## config.mk

```make
export PLATFORM = sky130hd
export DESIGN_NAME = program_loader_flat
export DESIGN_NICKNAME = d
export VERILOG_FILES = /design/src/rtl/sisc_pkg.sv /design/src/rtl/program_loader_if.sv /design/src/rtl/program_loader_word_assembler.sv /design/src/rtl/program_loader.sv /design/src/flat_wrapper.sv
export SDC_FILE = /design/constraint.sdc
export NUM_CORES = 1
export LEC_CHECK = 0
export CORE_ASPECT_RATIO = 1.5
export CORE_MARGIN = 2
export CORE_UTILIZATION = 53
export CTS_CLUSTER_DIAMETER = 80
export DETAILED_ROUTE_END_ITERATION = 10
export PLACE_DENSITY = 0.74
export SLEW_MARGIN = 20
export SYNTH_ARGS = -nofsm -noshare
export SYNTH_HDL_FRONTEND = slang
export SYNTH_SLANG_ARGS = --single-unit
```

## constraint.sdc

```tcl
create_clock -name clk -period 2.3 [get_ports clk]
set_input_delay 0.345 -clock clk [delete_from_list [all_inputs] [get_ports clk]]
set_output_delay 0.345 -clock clk [all_outputs]
set_load 0.01 [all_outputs]
```

## src/rtl/sisc_pkg.sv

```systemverilog
// Shared constants and loader state encoding for the SISC boot-time program loader.
// The CHECKSUM_EN macro adds the CSUM state that consumes the trailing checksum byte.
package sisc_pkg;

  localparam int          WIDTH    = 32;
  localparam int          ADDRSIZE = 12;
  localparam logic [31:0] MEMSIZE  = 32'd1 << ADDRSIZE;
  localparam int          HDR_W    = 16;
  localparam int          LANES    = WIDTH / 8;

  typedef enum logic [2:0] {
    ST_IDLE,
    ST_HDR_HI,
    ST_HDR_LO,
    ST_DATA,
`ifdef CHECKSUM_EN
    ST_CSUM,
`endif
    ST_DONE,
    ST_ERR
  } loader_state_t;

  // Every state that consumes bytes from the stream counts as busy.
  function automatic logic state_busy(input loader_state_t s);
    case (s)
      ST_HDR_HI, ST_HDR_LO, ST_DATA: return 1'b1;
`ifdef CHECKSUM_EN
      ST_CSUM:                       return 1'b1;
`endif
      default:                       return 1'b0;
    endcase
  endfunction

endpackage

```

## src/rtl/program_loader_if.sv

```systemverilog
// Byte-stream input and memory write bus of the program loader.
// master = loader side, slave = stream source / memory side.
interface program_loader_if;
  import sisc_pkg::*;

  logic                rx_valid;
  logic [7:0]          rx_data;
  logic                rx_ready;
  logic                mem_we;
  logic [ADDRSIZE-1:0] mem_addr;
  logic [WIDTH-1:0]    mem_wdata;

  modport master (
    input  rx_valid, rx_data,
    output rx_ready, mem_we, mem_addr, mem_wdata
  );

  modport slave (
    output rx_valid, rx_data,
    input  rx_ready, mem_we, mem_addr, mem_wdata
  );

endinterface

```

## src/rtl/program_loader_word_assembler.sv

```systemverilog
// Packs accepted data bytes MSB-first into WIDTH-bit words and pulses word_valid_o
// for exactly one cycle after the last lane of each word; word_o holds until the next word.
module word_assembler
  import sisc_pkg::*;
(
  input  logic             clk,
  input  logic             reset_n,
  input  logic             clear_i,
  input  logic             byte_valid_i,
  input  logic [7:0]       byte_i,
  output logic             lane_last_o,
  output logic [WIDTH-1:0] word_o,
  output logic             word_valid_o
);

  localparam int            LW       = (LANES > 1) ? $clog2(LANES) : 1;
  localparam logic [LW-1:0] LANE_MAX = LW'(LANES - 1);

  logic [LW-1:0]    lane_q, lane_d;
  logic [WIDTH-1:0] shift_q, shift_d;
  logic [WIDTH-1:0] word_q, word_d;
  logic             word_valid_q, word_valid_d;

  assign lane_last_o  = (lane_q == LANE_MAX);
  assign word_o       = word_q;
  assign word_valid_o = word_valid_q;

  always_comb begin
    lane_d       = lane_q;
    shift_d      = shift_q;
    word_d       = word_q;
    word_valid_d = 1'b0;
    if (clear_i) begin
      lane_d  = '0;
      shift_d = '0;
    end else if (byte_valid_i) begin
      shift_d = (shift_q << 8) | WIDTH'(byte_i);
      if (lane_last_o) begin
        lane_d       = '0;
        word_d       = shift_d;
        word_valid_d = 1'b1;
      end else begin
        lane_d = lane_q + LW'(1);
      end
    end
  end

  always_ff @(posedge clk or negedge reset_n) begin
    if (!reset_n) begin
      lane_q       <= '0;
      shift_q      <= '0;
      word_q       <= '0;
      word_valid_q <= 1'b0;
    end else begin
      lane_q       <= lane_d;
      shift_q      <= shift_d;
      word_q       <= word_d;
      word_valid_q <= word_valid_d;
    end
  end

endmodule

```

## src/rtl/program_loader.sv

```systemverilog
// Boot loader: receives a counted byte image, writes it as words from address 0 and
// holds the CPU in reset until the image is complete. Optional macro: CHECKSUM_EN.
module program_loader
  import sisc_pkg::*;
(
  input  logic              clk,
  input  logic              reset_n,
  input  logic              start,
  program_loader_if.master  bus,
  output logic              cpu_reset,
  output logic              busy,
  output logic              done,
  output logic              err
);

  localparam int WL = ADDRSIZE + 1;

`ifdef CHECKSUM_EN
  localparam loader_state_t ST_AFTER_DATA = ST_CSUM;
`else
  localparam loader_state_t ST_AFTER_DATA = ST_DONE;
`endif

  loader_state_t       state_q, state_d;
  logic [7:0]          hdr_hi_q, hdr_hi_d;
  logic [WL-1:0]       words_left_q, words_left_d;
  logic [ADDRSIZE-1:0] waddr_q, waddr_d;
  logic [ADDRSIZE-1:0] mem_addr_q, mem_addr_d;
  logic [HDR_W-1:0]    n_hdr;
  logic                byte_acc, data_acc, start_acc, lane_last;
`ifdef CHECKSUM_EN
  logic [7:0]          csum_q, csum_d;
`endif

  assign busy         = state_busy(state_q);
  assign done         = (state_q == ST_DONE);
  assign err          = (state_q == ST_ERR);
  assign cpu_reset    = ~done;
  assign bus.rx_ready = busy;
  assign bus.mem_addr = mem_addr_q;

  assign byte_acc  = bus.rx_valid && bus.rx_ready;
  assign data_acc  = byte_acc && (state_q == ST_DATA);
  assign start_acc = start && !busy;
  assign n_hdr     = {hdr_hi_q, bus.rx_data};

  word_assembler u_word_assembler (
    .clk          (clk),
    .reset_n      (reset_n),
    .clear_i      (start_acc),
    .byte_valid_i (data_acc),
    .byte_i       (bus.rx_data),
    .lane_last_o  (lane_last),
    .word_o       (bus.mem_wdata),
    .word_valid_o (bus.mem_we)
  );

  always_comb begin
    state_d      = state_q;
    hdr_hi_d     = hdr_hi_q;
    words_left_d = words_left_q;
    waddr_d      = waddr_q;
    mem_addr_d   = mem_addr_q;
`ifdef CHECKSUM_EN
    csum_d       = csum_q;
`endif
    case (state_q)
      ST_HDR_HI: begin
        if (byte_acc) begin
          hdr_hi_d = bus.rx_data;
          state_d  = ST_HDR_LO;
        end
      end
      ST_HDR_LO: begin
        if (byte_acc) begin
          waddr_d      = '0;
          words_left_d = WL'(n_hdr);
          if (n_hdr == '0)                state_d = ST_AFTER_DATA;
          else if (32'(n_hdr) > MEMSIZE)  state_d = ST_ERR;
          else                            state_d = ST_DATA;
        end
      end
      ST_DATA: begin
        if (data_acc) begin
`ifdef CHECKSUM_EN
          csum_d = csum_q ^ bus.rx_data;
`endif
          // Latch the write address now so it lines up with the assembler's write pulse.
          if (lane_last) begin
            mem_addr_d   = waddr_q;
            waddr_d      = waddr_q + ADDRSIZE'(1);
            words_left_d = words_left_q - WL'(1);
            if (words_left_q == WL'(1)) state_d = ST_AFTER_DATA;
          end
        end
      end
`ifdef CHECKSUM_EN
      ST_CSUM: begin
        if (byte_acc) state_d = (bus.rx_data == csum_q) ? ST_DONE : ST_ERR;
      end
`endif
      default: begin
        if (start_acc) begin
          state_d = ST_HDR_HI;
`ifdef CHECKSUM_EN
          csum_d  = 8'h00;
`endif
        end
      end
    endcase
  end

  always_ff @(posedge clk or negedge reset_n) begin
    if (!reset_n) begin
      state_q      <= ST_IDLE;
      hdr_hi_q     <= '0;
      words_left_q <= '0;
      waddr_q      <= '0;
      mem_addr_q   <= '0;
`ifdef CHECKSUM_EN
      csum_q       <= '0;
`endif
    end else begin
      state_q      <= state_d;
      hdr_hi_q     <= hdr_hi_d;
      words_left_q <= words_left_d;
      waddr_q      <= waddr_d;
      mem_addr_q   <= mem_addr_d;
`ifdef CHECKSUM_EN
      csum_q       <= csum_d;
`endif
    end
  end

endmodule

```

## src/flat_wrapper.sv

```systemverilog
// flat-port wrapper written by rule: the top's interface ports become plain ports
module program_loader_flat import sisc_pkg::*;
  (clk, reset_n, start, cpu_reset, busy, done, err, bus_rx_valid, bus_rx_data, bus_rx_ready, bus_mem_we, bus_mem_addr, bus_mem_wdata);
  program_loader_if bus_i ();
  input  logic clk;
  input  logic reset_n;
  input  logic start;
  output logic cpu_reset;
  output logic busy;
  output logic done;
  output logic err;
  input wire logic [$bits(bus_i.rx_valid)-1:0] bus_rx_valid;
  input wire logic [$bits(bus_i.rx_data)-1:0] bus_rx_data;
  output wire logic [$bits(bus_i.rx_ready)-1:0] bus_rx_ready;
  output wire logic [$bits(bus_i.mem_we)-1:0] bus_mem_we;
  output wire logic [$bits(bus_i.mem_addr)-1:0] bus_mem_addr;
  output wire logic [$bits(bus_i.mem_wdata)-1:0] bus_mem_wdata;
  assign bus_i.rx_valid = bus_rx_valid;
  assign bus_i.rx_data = bus_rx_data;
  assign bus_rx_ready = bus_i.rx_ready;
  assign bus_mem_we = bus_i.mem_we;
  assign bus_mem_addr = bus_i.mem_addr;
  assign bus_mem_wdata = bus_i.mem_wdata;
  program_loader u_core (.clk(clk), .reset_n(reset_n), .start(start), .bus(bus_i), .cpu_reset(cpu_reset), .busy(busy), .done(done), .err(err));
endmodule
```

==> flow_summary.yaml, run 1 <==
run_status:
  outcome: "completed"
critical_path:
  critical_path_class: "reg2out"
  cp_cell_sequence: "or3_1 > inv_1 > clkdlybuf4s50_1"
  end_kind: "output port"
  cpPeakStageDelay_ns: 0.52
  cp_slowest_cell: "clkdlybuf4s50_1"
  critical_path_arrival_ns: 1.84
  crit_path_start_kind: "register"
  cp_max_fo: 12
  cp.required_ns: 1.96
floorplanning:
  die_y_um: 119
  core-area_um2: 8720
  initial_core_util_pct: 53.6
  ios: 62
  die_width_um: 80.7
  placementRows: 42
  design.die.area_um2: 9600
synth:
  synth_top_area_share_pct: 57.3
  synth_edf_count: 0
  ys_seq_area_share_pct: 57.3
  yosys-top-cells-area: "dfrtp_1 57%, mux2_2 13%, nand2_1 5.1%, a21oi_1 4.2%, nor2_1 2.4%"
  ys_seq_elements: 107
  synth_nets: 439
  async_flop_share_pct: 100
  synth_cell_types: 49
  synthTopCellsByCount: "107 x dfrtp_1, 63 x nand2_1, 52 x mux2_2, 39 x a21oi_1, 30 x nor2_1"
  syn_avg_cell_area_um2: 11.1
  synth_cells: 423
  synth.most_common_cell: "dfrtp_1"
  synth_area_um2: 4680
  yosys.area.top_type: "dfrtp_1"
  ys_warn_count: 0
  ys.flop_type: "dfrtp_1"
run:
  drv_cap: 0
timing:
  tns_ns: 0
  drv_slew: 0
  relSlewSlack_pct: 56.8
  tightest_slew_ns: 0.649
  rsz0062_at_grt: "false"
  finalSetupViolCount: 0
  hold_viol: 0
  period_share_pct: 95.1
  fmax_mhz: 457
  finClkSkew_ns: 0.00885
  period_needed_ns: 2.19
  fin_hold_ws_ns: 0.0164
placed_design:
  hpwl_um: 6800
  port_buffers: 61
  dp_cells: 596
  gp_routability_congestion: 0.885
layout:
  fillers: 705
  layout.nets: 513
  multi_input_area_um2: 1880
  final_cells: 612
  area_growth_pct: 24.3
  n_antenna_cell: 0
  drive_gt1_share_pct: 19.7
  seq_area_um2: 2680
global_route:
  grt_max_degree: 53
  grt_pass1_wl_um: 16300
  grt_antenna_before_repair: 0
  grt_overflow: 0
  grt_usage_pct: 21.9
  grt_pass1_vias: 3351
worst_hold_path:
  hold_path_class: "in2async"
clock_tree:
  ctsRootBufferMaster: "clkbuf_16"
  h-tree-depth: 3
  clk_pin_slew_worst_paths_ns: 0.07
  cts_sinks: 107
  clkLatencyLatePin_ns: 0.35
  clockBufferDepth: 2
  tritoncts: "built"
  numCtsBuffers: 9
  cts_setup_buffers: 0
drt:
  dr.pass1.iters: 4
  drt_iter0_drc: 216
  via_count: 3459
  wirelength_um: 9790
  avgViaCountPerCell: 5.65
  wire_per_inst_um: 16.0
  postRouteAntennaNets: 0
  drcViolationCount: 0
power:
  p_sw_mw: 2.06
  p_leak_nw: 2.64
  switching_share_pct: 34.0
  power.density_nw_per_um2: 1050
  peakVddDrop_mv: 0.673
  clkPwrFrac_pct: 24.4
  seqPwrFrac_pct: 45.1
  p_int_mw: 4.01
  p_comb_share_pct: 30.5
==> worst paths after layout <==
kind                                                    startpoint                                         endpoint  slack, ns  cells past startpoint
min in group clk                u_core.bus.mem_addr[7]$_DFFE_PN0P_               u_core.bus.mem_addr[7]$_DFFE_PN0P_       0.50                      2
worst min register to register  u_core.bus.mem_addr[7]$_DFFE_PN0P_               u_core.bus.mem_addr[7]$_DFFE_PN0P_       0.50                      2
max in group asynchronous                                  reset_n               u_core.words_left_q[3]$_DFFE_PN0P_       1.54                      2
worst min-delay path                                       reset_n  u_core.u_word_assembler.shift_q[22]$_DFFE_PN0P_       0.02                      1
worst max register to register  u_core.words_left_q[5]$_DFFE_PN0P_                    u_core.state_q[0]$_DFFE_PN0P_       0.21                      5
worst max-delay path                 u_core.state_q[1]$_DFFE_PN0P_                                             done       0.11                      3
==> layer usage <==
metal / GRT usage (%) / share of wire, %
met1: 28.9 / 43
met2: 36.1 / 51
met3: 2.27 / 3.7
met4: 10.3 / 2.5
met5: 0 / 0
==> metrics by stage <==
stage          cell area (um2)  worst slack, ns  total power [mW]  utilization [%]
6_report                  5810            0.112              6.07             66.6
5_1_grt                   5810           0.0358              6.45             66.6
4_1_cts                   5810           0.0359              6.10             66.6
3_5_place_dp              5520           0.0551              4.61             63.3
3_3_place_gp              5520            0.108              4.53             63.3
2_1_floorplan             4680            0.394              3.90                -
==> registers in the layout, indices dropped and copies added (netlist names) <==
name	count
u_core.state_q	3
u_core.u_word_assembler.word_valid_o	1
u_core.u_word_assembler.lane_q	2
u_core.hdr_hi_q	8
u_core.words_left_q	13
u_core.waddr_q	12
u_core.bus.mem_addr	12
u_core.u_word_assembler.word_o	32
u_core.u_word_assembler.shift_q	24
==> power groups by stage <==
stage / clock (mW) / combinational [mW] / sequential, mW
final: 1.48 / 1.85 / 2.74
after global routing: 1.59 / 2.06 / 2.80
after CTS: 1.51 / 1.86 / 2.73
after detailed placement: 0 / 1.85 / 2.76
after global placement: 0 / 1.79 / 2.74
after floorplan: 0 / 1.23 / 2.66
==> critical path: cells and delay by family (launching register included) <==
family / cells / cell delay, ns
flops: 1 / 0.49
buf+inv: 2 / 0.59
simple gates: 1 / 0.42
==> layout make-up <==
type                       instances  area share (%)
tap                              110            2.37
clock buffer                      12            4.41
multi-input combinational        288            32.3
sequential                       107            46.1
clock inverter                     4           0.538
inverter                           8           0.517
timing repair buffer              83            13.7
==> kinds of logic after synthesis <==
logic type               after synthesis  synth area share [%]
AND/OR/NAND/NOR                      142                  14.4
flip-flops                           107                  57.3
AO/OA/AOI/OAI                         78                  9.82
multiplexers                          54                  13.0
buffers and inverters                 28                  2.62
XOR/XNOR                              10                  1.87
adder cells (fa/ha/maj)                4                  1.07
==> cells in the final DEF (no fill, tap or decap), types with 3 or more instances in the layout <==
master           instances
clkbuf_16                9
xnor2_1                  5
a21oi_1                 39
dfrtp_1                106
nand2_1                 62
o2bb2ai_1                3
a31oi_1                  3
nor2_1                  30
nand3_1                 11
xor2_1                   5
inv_1                    8
o21ai_0                 16
clkdlybuf4s50_1         60
mux2_2                  52
buf_4                   21
nor4_1                   5
or3_1                    3
nor3_1                  10
ha_1                     4
==> repair_timing <==
item,in CTS,in global routing
setup endpoints to repair,0,3
hold buffers,0,0
resized for setup,0,1
Note: power is estimated with default switching activity, not from simulation.
==> run 2: changes to the inputs <==
DONT_BUFFER_PORTS = 1   (was unset)
PLACE_DENSITY = 0.65   (was 0.74)
SKIP_CTS_REPAIR_TIMING = 1   (was unset)
SYNTH_HIERARCHICAL = 1   (was unset)
==> run 2 against run 1 <==
The flow now finishes with violations (hold timing). Clock skew down 0.0043 ns. Synthesized cell count decreased by 5.7%. Worst setup slack better by 0.17 ns. Routed wire length rose by 2.2%. First-iteration DRC count up 25%. Power is 7.6% lower. Sequential share of layout area increased by 3.9 points. Utilization shrank 8.1 points. Synthesized area up 4.9%. Critical path depth grew 1. Combinational power fell by 31%. Clock-buffer cell count down 1. Critical path type is now reg2reg. Critical endpoint is now u_core/waddr_q[11]$_DFFE_PN0P_. Highest routed layer unchanged.
==> flow_summary.yaml, run 2 <==
run_status:
  outcome: "finished, violations left"
  failed_checks: "hold timing"
critical_path:
  end_kind: "register"
  reg2regPathDepth: 4
  critPathLaunch: "u_core/state_q[2]$_DFFE_PN0P_"
  crit_path_start_kind: "register"
  regToRegEndpoint: "u_core/waddr_q[11]$_DFFE_PN0P_"
  reg2reg_slack_ns: 0.29
  critical_path_arrival_ns: 2.27
  cp_max_fo: 12
  critical_path_class: "reg2reg"
  cp.required_ns: 2.56
  rr_startpoint: "u_core/state_q[2]$_DFFE_PN0P_"
floorplanning:
  ios: 62
  core-area_um2: 9150
  placementRows: 43
  die_y_um: 122
  die_width_um: 82.5
  initial_core_util_pct: 53.6
  design.die.area_um2: 10100
synth:
  synth.most_common_cell: "dfrtp_1"
  async_flop_share_pct: 100
  syn_avg_cell_area_um2: 12.3
  synth_cells: 399
  ys_seq_area_share_pct: 54.6
  synth_area_um2: 4900
  synthTopCellsByCount: "107 x dfrtp_1, 40 x nor2_1, 29 x mux2_4, 26 x mux2i_1, 24 x mux2_2"
  synth_edf_count: 0
  synth_cell_types: 52
  yosys-top-cells-area: "dfrtp_1 55%, mux2_4 8.9%, mux2_2 5.5%, mux2i_1 5.3%, nor2_1 3.1%"
  yosys.area.top_type: "dfrtp_1"
  synth_nets: 415
  ys_seq_elements: 107
  synth_top_area_share_pct: 54.6
  ys.flop_type: "dfrtp_1"
  ys_warn_count: 6
global_route:
  grt_pass1_vias: 3132
  grt_max_degree: 108
  grt_pass1_wl_um: 16700
  grt_overflow: 0
  grt_antenna_before_repair: 0
  grt_usage_pct: 22.0
worst_hold_path:
  hold_path_class: "in2async"
drt:
  drcViolationCount: 0
  avgViaCountPerCell: 5.94
  wire_per_inst_um: 19.3
  postRouteAntennaNets: 0
  wirelength_um: 10000
  via_count: 3073
  drt_iter0_drc: 270
  dr.pass1.iters: 4
power:
  power_mw: 5.61
  p_leak_nw: 2.59
  peakVddDrop_mv: 0.623
  power.density_nw_per_um2: 1050
clock_tree:
  clkLatencyLatePin_ns: 0.34
  ctsRootBufferMaster: "clkbuf_16"
  numCtsBuffers: 9
  cts_sinks: 107
  h-tree-depth: 3
  tritoncts: "built"
  clockBufferDepth: 2
  clk_pin_slew_worst_paths_ns: 0.07
layout:
  final_util_pct: 58.5
  seq_area_um2: 2680
  area_growth_pct: 9.11
  layout.nets: 417
  largest_register_ffs: 32
  final_cell_mix: "107 x dfrtp_1, 40 x nor2_1, 29 x mux2_4"
  design_area_um2: 5350
  multi_input_area_um2: 2050
  drive_gt1_share_pct: 22.0
  fillers: 760
  final_cells: 517
  n_antenna_cell: 0
  final_common_cell: "dfrtp_1"
timing:
  relSlewSlack_pct: 52.3
  hold_viol: 107
  drv_slew: 0
  period_share_pct: 87.6
  fmax_mhz: 496
  tightest_slew_ns: 0.713
  tns_ns: 0
  period_needed_ns: 2.01
  rsz0062_at_grt: "false"
  fin_hold_ws_ns: -0.305
  finalSetupViolCount: 0
  finClkSkew_ns: 0.00454
placed_design:
  gp_routability_congestion: 0.854
  dpl_cell_area_um2: 5030
  dp_cells: 502
  port_buffers: 0
  hpwl_um: 6860
run:
  drv_cap: 0
[run 2: kinds of logic (layout without fill, tap and decap cells)]
logic type	count (synthesis)	after routing	share of synthesized area (%)
XOR/XNOR	5	5	0.893
flip-flops	107	107	54.6
AND/OR/NAND/NOR	115	115	13.0
buffers and inverters	33	39	3.70
multiplexers	79	79	19.7
AO/OA/AOI/OAI	56	56	7.07
adder cells (fa/ha/maj)	4	4	1.02
[run 2: worst max-delay path by stage]
stage                                                                end  slack [ns]  cells after the start
after floorplan           u_core/u_word_assembler/word_o[10]$_DFFE_PN0P_        0.36                      8
after global placement                    u_core/waddr_q[11]$_DFFE_PN0P_        0.39                      4
after detailed placement                  u_core/waddr_q[11]$_DFFE_PN0P_        0.32                      4
after CTS                                 u_core/waddr_q[11]$_DFFE_PN0P_        0.30                      4
after global routing                 u_core/words_left_q[10]$_DFFE_PN0P_        0.19                      6
final                                     u_core/waddr_q[11]$_DFFE_PN0P_        0.29                      4
[run 2: routing by layer]
| metal | vias to the layer above | global-route usage, % | wire, um |
|---|---|---|---|
| met5 | - | 0 | 0 |
| met4 | 0 | 7.27 | 131 |
| met3 | 11 | 5.33 | 470 |
| met2 | 65 | 35.8 | 5270 |
| met1 | 1568 | 28.6 | 4130 |
| li1 | 1429 | - | - |
[run 2: cell type report]
type                       instances  share of cell area, %
clock buffer                      11                   4.54
clock inverter                     4                   1.38
inverter                           9                  0.631
multi-input combinational        259                   38.2
sequential                       107                   50.0
tap                              112                   2.62
timing repair buffer              15                   2.57
[run 2: per-stage QoR]
step,hold slack [ns],setup slack (ns)
finish,-0.305,0.285
global route,-0.321,0.191
CTS,-0.312,0.300
detailed placement,0.0533,0.316
global placement,0.0533,0.386
floorplan,0.0494,0.360
[run 2: power by group]
part	switching [mW]	internal, mW	leakage (nW)	total (mW)
Clock	0.660	0.981	0.156	1.64
Combinational	0.665	0.619	0.999	1.28
Sequential	0.419	2.27	1.43	2.69
[run 2: worst max-delay path: stages, from the launching register on]
cell and delay [ns]:
dfrtp_1 0.47, nand3b_4 0.21, or4_4 0.60, or4_1 0.49, a21oi_1 0.17
